[src/rtl/sqmux_pkg.sv]
// Shared types and constants for the SQMUX select controller.
package sqmux_pkg;

  localparam int CNT_W = 8;

  localparam logic SEL_QMUXIN = 1'b0;
  localparam logic SEL_SQHSCK = 1'b1;

  typedef enum logic [1:0] {
    IDLE,
    DRAIN,
    SWAP,
    SETTLE
  } state_e;

endpackage

[src/rtl/sqmux_hold_cnt.sv]
// Loadable down-counter with a "last" flag; holds at zero instead of wrapping.
module sqmux_hold_cnt
  import sqmux_pkg::*;
(
  input  logic             clk_i,
  input  logic             rst_i,
  input  logic             load_i,
  input  logic [CNT_W-1:0] load_val_i,
  input  logic             dec_i,
  output logic             last_o
);

  logic [CNT_W-1:0] cnt_q;
  logic [CNT_W-1:0] cnt_d;

  always_comb begin
    cnt_d = cnt_q;
    if (load_i) begin
      cnt_d = load_val_i;
    end else if (dec_i && (cnt_q != '0)) begin
      cnt_d = cnt_q - CNT_W'(1);
    end
  end

  always_ff @(posedge clk_i) begin
    if (rst_i) begin
      cnt_q <= '0;
    end else begin
      cnt_q <= cnt_d;
    end
  end

  // The owning FSM leaves its hold state on this flag, so the count never reaches zero mid-hold.
  assign last_o = (cnt_q == CNT_W'(1));

endmodule

[src/rtl/sqmux_sel_ctrl.sv]
// Glitch-free SELECT sequencer for SQMUX: gate both sources, swap, settle, re-enable.
// Optional LOCK input is built when SQMUX_SEL_CTRL_LOCK_EN is defined.
module sqmux_sel_ctrl
  import sqmux_pkg::*;
#(
  parameter int unsigned GATE_CYCLES   = 4,
  parameter int unsigned SETTLE_CYCLES = 2
) (
  input  logic   CLK,
  input  logic   RST,
  input  logic   REQ_VALID,
  input  logic   REQ_SEL,
  output logic   REQ_READY,
  output logic   SELECT,
  output logic   QMUXIN_EN,
  output logic   SQHSCK_EN,
  output logic   BUSY,
  output logic   DONE,
  output state_e dbg_state_o
`ifdef SQMUX_SEL_CTRL_LOCK_EN
  ,
  input  logic   LOCK
`endif
);

  localparam logic [CNT_W-1:0] G_VAL = CNT_W'(GATE_CYCLES);
  localparam logic [CNT_W-1:0] S_VAL = CNT_W'(SETTLE_CYCLES);

  // Handshake: a request is taken on any edge where REQ_VALID && REQ_READY;
  // REQ_SEL is sampled only then, and requests offered while not ready are dropped.

  state_e           state_q, state_d;
  logic             sel_q, sel_d;
  logic             tgt_q, tgt_d;
  logic             qen_q, qen_d;
  logic             sen_q, sen_d;
  logic             done_q, done_d;
  logic             cnt_load;
  logic [CNT_W-1:0] cnt_val;
  logic             cnt_dec;
  logic             cnt_last;
  logic             lock_w;
  logic             accept;

`ifdef SQMUX_SEL_CTRL_LOCK_EN
  assign lock_w = LOCK;
`else
  assign lock_w = 1'b0;
`endif

  assign REQ_READY = (state_q == IDLE) && !lock_w;
  assign accept    = REQ_VALID && REQ_READY;

  sqmux_hold_cnt u_hold_cnt (
    .clk_i      (CLK),
    .rst_i      (RST),
    .load_i     (cnt_load),
    .load_val_i (cnt_val),
    .dec_i      (cnt_dec),
    .last_o     (cnt_last)
  );

  always_comb begin
    state_d  = state_q;
    sel_d    = sel_q;
    tgt_d    = tgt_q;
    qen_d    = qen_q;
    sen_d    = sen_q;
    done_d   = 1'b0;
    cnt_load = 1'b0;
    cnt_val  = G_VAL;
    cnt_dec  = 1'b0;
    unique case (state_q)
      IDLE: begin
        if (accept) begin
          if (REQ_SEL == sel_q) begin
            done_d = 1'b1;
          end else begin
            tgt_d    = REQ_SEL;
            state_d  = DRAIN;
            cnt_load = 1'b1;
            cnt_val  = G_VAL;
            qen_d    = 1'b0;
            sen_d    = 1'b0;
          end
        end
      end
      DRAIN: begin
        cnt_dec = 1'b1;
        if (cnt_last) begin
          state_d = SWAP;
          // Registered here so SELECT is already new during the SWAP cycle.
          sel_d   = tgt_q;
        end
      end
      SWAP: begin
        cnt_load = 1'b1;
        cnt_val  = S_VAL;
        state_d  = SETTLE;
      end
      SETTLE: begin
        cnt_dec = 1'b1;
        if (cnt_last) begin
          state_d = IDLE;
          done_d  = 1'b1;
          qen_d   = (sel_q == SEL_QMUXIN);
          sen_d   = (sel_q == SEL_SQHSCK);
        end
      end
      default: state_d = IDLE;
    endcase
  end

  always_ff @(posedge CLK) begin
    if (RST) begin
      state_q <= IDLE;
      sel_q   <= SEL_QMUXIN;
      tgt_q   <= SEL_QMUXIN;
      qen_q   <= 1'b1;
      sen_q   <= 1'b0;
      done_q  <= 1'b0;
    end else begin
      state_q <= state_d;
      sel_q   <= sel_d;
      tgt_q   <= tgt_d;
      qen_q   <= qen_d;
      sen_q   <= sen_d;
      done_q  <= done_d;
    end
  end

  assign SELECT      = sel_q;
  assign QMUXIN_EN   = qen_q;
  assign SQHSCK_EN   = sen_q;
  assign BUSY        = (state_q != IDLE);
  assign DONE        = done_q;
  assign dbg_state_o = state_q;

endmodule

[config.mk]
export PLATFORM = sky130hd
export DESIGN_NAME = sqmux_sel_ctrl
export DESIGN_NICKNAME = d
export VERILOG_FILES = /design/src/rtl/sqmux_pkg.sv /design/src/rtl/sqmux_hold_cnt.sv /design/src/rtl/sqmux_sel_ctrl.sv
export SDC_FILE = /design/constraint.sdc
export NUM_CORES = 1
export LEC_CHECK = 0
export ABC_AREA = 0
export CAP_MARGIN = 0
export CORE_MARGIN = 2
export CORE_UTILIZATION = 47
export CTS_CLUSTER_DIAMETER = 150
export DETAILED_ROUTE_END_ITERATION = 10
export GPL_ROUTABILITY_DRIVEN = 0
export HOLD_SLACK_MARGIN = 0.15
export PLACE_DENSITY = 0.73
export SLEW_MARGIN = 10
export SYNTH_ARGS = -nofsm -noshare
export SYNTH_HDL_FRONTEND = slang
export SYNTH_SLANG_ARGS = --single-unit
export TNS_END_PERCENT = 20
[constraint.sdc]
create_clock -name CLK -period 1.7 [get_ports CLK]
set_input_delay 0.17 -clock CLK [delete_from_list [all_inputs] [get_ports CLK]]
set_output_delay 0.17 -clock CLK [all_outputs]
set_load 0.005 [all_outputs]
==> summary.txt <==
Timing
  – Tmin final: 1680 ps
  – Hold WS: 510 ps
  – Setup ws final: 20.7 ps
  – Least-Margin Pin Slew: 384 ps
  – Skew final: 0.586 ps
  – Unrepaired setup endpoints after global routing: true
  – Final setup violation count: 0
  – Rel. slew slack: 74.3%
  – Pins Over Slew Limit: 0
  – Final Hold Vio Count: 0
  – Final period util: 98.8%
  – Max Clock Freq: 595 MHz

Layout
  – Area grow syn2layout: 31.3%
  – Ant diodes: 0
  – Nets: 137
  – Commonest cells after routing, fill and taps aside: dfxtp_1 (13), nor2_1 (13), clkdlybuf4s50_1 (11), buf_4 (11), inv_1 (8)
  – Post-route cell area: 0.00114 mm²
  – Final std cells w/o fill: 149
  – Share of post-route cells with drive strength above 1: 20.2%

Worst setup path
  – Startpoint types: flop
  – Worst EP required: 1880 ps
  – Crit Path Class: reg -> reg
  – Worst Path Max Fanout: 4
  – Register-to-register setup slack: 20 ps
  – Crit. End Element: flop
  – CP arrival: 1860 ps

Detailed routing
  – Antenna-violating nets left: 0
  – Drt drc: 0
  – Vias/cell: 5.37
  – Initial drt markers: 14
  – WL/cell: 12.2 µm
  – First-pass iteration count of the detailed router: 4
  – WL final: 1810 µm
  – DR vias: 800

Synthesis
  – Mapped Nets: 111
  – Top_reg_cell synth: dfxtp_1
  – Top post-synthesis cells by area: dfxtp_1 (34%), ha_1 (11%), xnor2_1 (6.0%), nor2_1 (5.6%), a211oi_1 (4.3%)
  – Post-synthesis cell count: 99
  – Seq/Total Area, Yosys: 34.4%
  – Yosys reg bits: 15
  – Mean Syn Cell Area: 8.81 µm²
  – Synth Warn #: 0
  – Largest area contributor in the netlist: dfxtp_1
  – Post-synth EDFFs: 0
  – Post-Syn Area: 872 µm²
  – Unique cell type count in the Yosys netlist: 30
  – Fraction of registers with async set/reset: 0%
  – Yosys top cell area share: 34.4%

Place
  – Port Buf Inserts: 11
  – Dpl hpwl: 1460 µm
  – Area after DPL: 0.00108 mm²
  – DP Cell Count: 144
  – Pre-CTS setup slack: 9.25 ps

Pwr
  – Leakage: 0.472 nW
  – Comb pwr share: 63.1%
  – Internal power: 1.26 mW
  – Max VDD drop: 0.940 mV
  – Net Sw Frac: 40.4%
  – Clock group share of total power: 9.6%
  – Power per cell area: 1840 mW/mm²
  – Psw: 852 µW
  – Sequential power share: 27.3%
  – Power, Total: 2.11 mW

Floorplan
  – Core Area: 0.00173 mm²
  – Die width: 47.1 µm
  – Cell Rows: 15
  – Initial Util: 50.5%
  – Die area: 0.00222 mm²
  – Die H: 47.1 µm
  – I/O pins: 12

CTS
  – CTS buffer count: 3
  – CTS tree: yes
  – Post-CTS Hold Buffers: 0
  – Clock slew seen by the registers of the worst setup and hold paths: 90 ps
  – Clk root buf: clkbuf_4
  – Worst-case clock buffer depth: 2
  – Clock sink total: 15
  – H-tree depth: 1
  – Clock Latency Late Sink: 280 ps

Run status
  – Status: completed

GRT
  – Largest net degree at the start of global routing: 9
  – Vias in the first global route: 720
  – First-pass GRT wire length: 2880 µm
  – Total track usage: 19.2%
  – Initial antenna violation count: 0
  – Final global-route overflow total: 0

Min path
  – Min-Delay Path Class: reg -> reg

Flow run
  – Max-cap viol count: 0
[synthesized netlist by cell type, drive strengths merged, types with 2 or more instances]
master  number
ha           8
nor2        13
mux2i        3
a21oi        4
nor3b        2
o21ai        3
nand3        6
nand2        5
a21boi       2
a211oi       5
or2          2
a31o         2
xnor2        6
inv          9
dfxtp       15
[layer usage]
| layer | track usage [%] | up-vias | part of all wire (%) |
|---|---|---|---|
| li1 | - | 400 | - |
| met1 | 19.9 | 370 | 42 |
| met2 | 35.1 | 22 | 52 |
| met3 | 5.00 | 8 | 3.9 |
| met4 | 10.0 | 0 | 2.4 |
| met5 | 0 | - | 0 |
[path summary, 6_finish.rpt]
check                                     from  cells past startpoint             end
worst max-delay path            dbg_state_o[0]                      6  dbg_state_o[0]
worst min-delay path                     tgt_q                      2          SELECT
worst max register to register  dbg_state_o[0]                      6  dbg_state_o[0]
worst min register to register           tgt_q                      2          SELECT
[layout make-up]
type	count	area, µm²
Inverter	9	33.8
Multi-Input combinational cell	74	558
Timing Repair Buffer	22	193
Tap cell	25	31.3
Sequential cell	15	303
Fill cell	151	582
Clock buffer	4	26.3
[registers in the layout (all words and copies together), names as in the netlist]
name / flops
DONE: 1
QMUXIN_EN: 1
SELECT: 1
SQHSCK_EN: 1
dbg_state_o: 2
tgt_q: 1
u_hold_cnt.cnt_q: 8
[logic make-up after synthesis]
group / share of synthesized area [%]
AND/OR/NAND/NOR: 18.9
AO/OA/AOI/OAI: 20.4
flip-flops: 34.4
buffers and inverters: 4.30
adder cells (fa/ha/maj): 11.5
XOR/XNOR: 7.03
multiplexers: 3.44
[timing repair]
action / 4_1_cts / 5_1_grt
setup buffers: 1 / 0
setup endpoints to repair: 3 / 10
gates cloned: 0 / 0
hold endpoints to repair: 0 / 0
resized for setup: 4 / 6
pin swaps: 0 / 1
[power by group through the flow]
stage	sequential, mW	clock [mW]	combinational (mW)
after floorplan	0.568	0	0.756
after global placement	0.574	0	1.20
after detailed placement	0.577	0	1.24
after CTS	0.565	0.210	1.28
after global routing	0.592	0.225	1.46
final	0.574	0.203	1.33
[through the flow]
stage	TNS [ps]	util, %
after global routing	-133	66.3
after floorplan	0	-
after CTS	0	65.1
final	0	66.3
after global placement	-24.7	62.8
after detailed placement	0	62.8
[worst max-delay path: stages, from the launching register on]
cell,delay (ps)
dfxtp_2,330
buf_4,140
ha_1,210
nor2_1,250
a21oi_1,110
a2111o_1,410
o211a_1,120
Power figures use the tool's default switching activity.
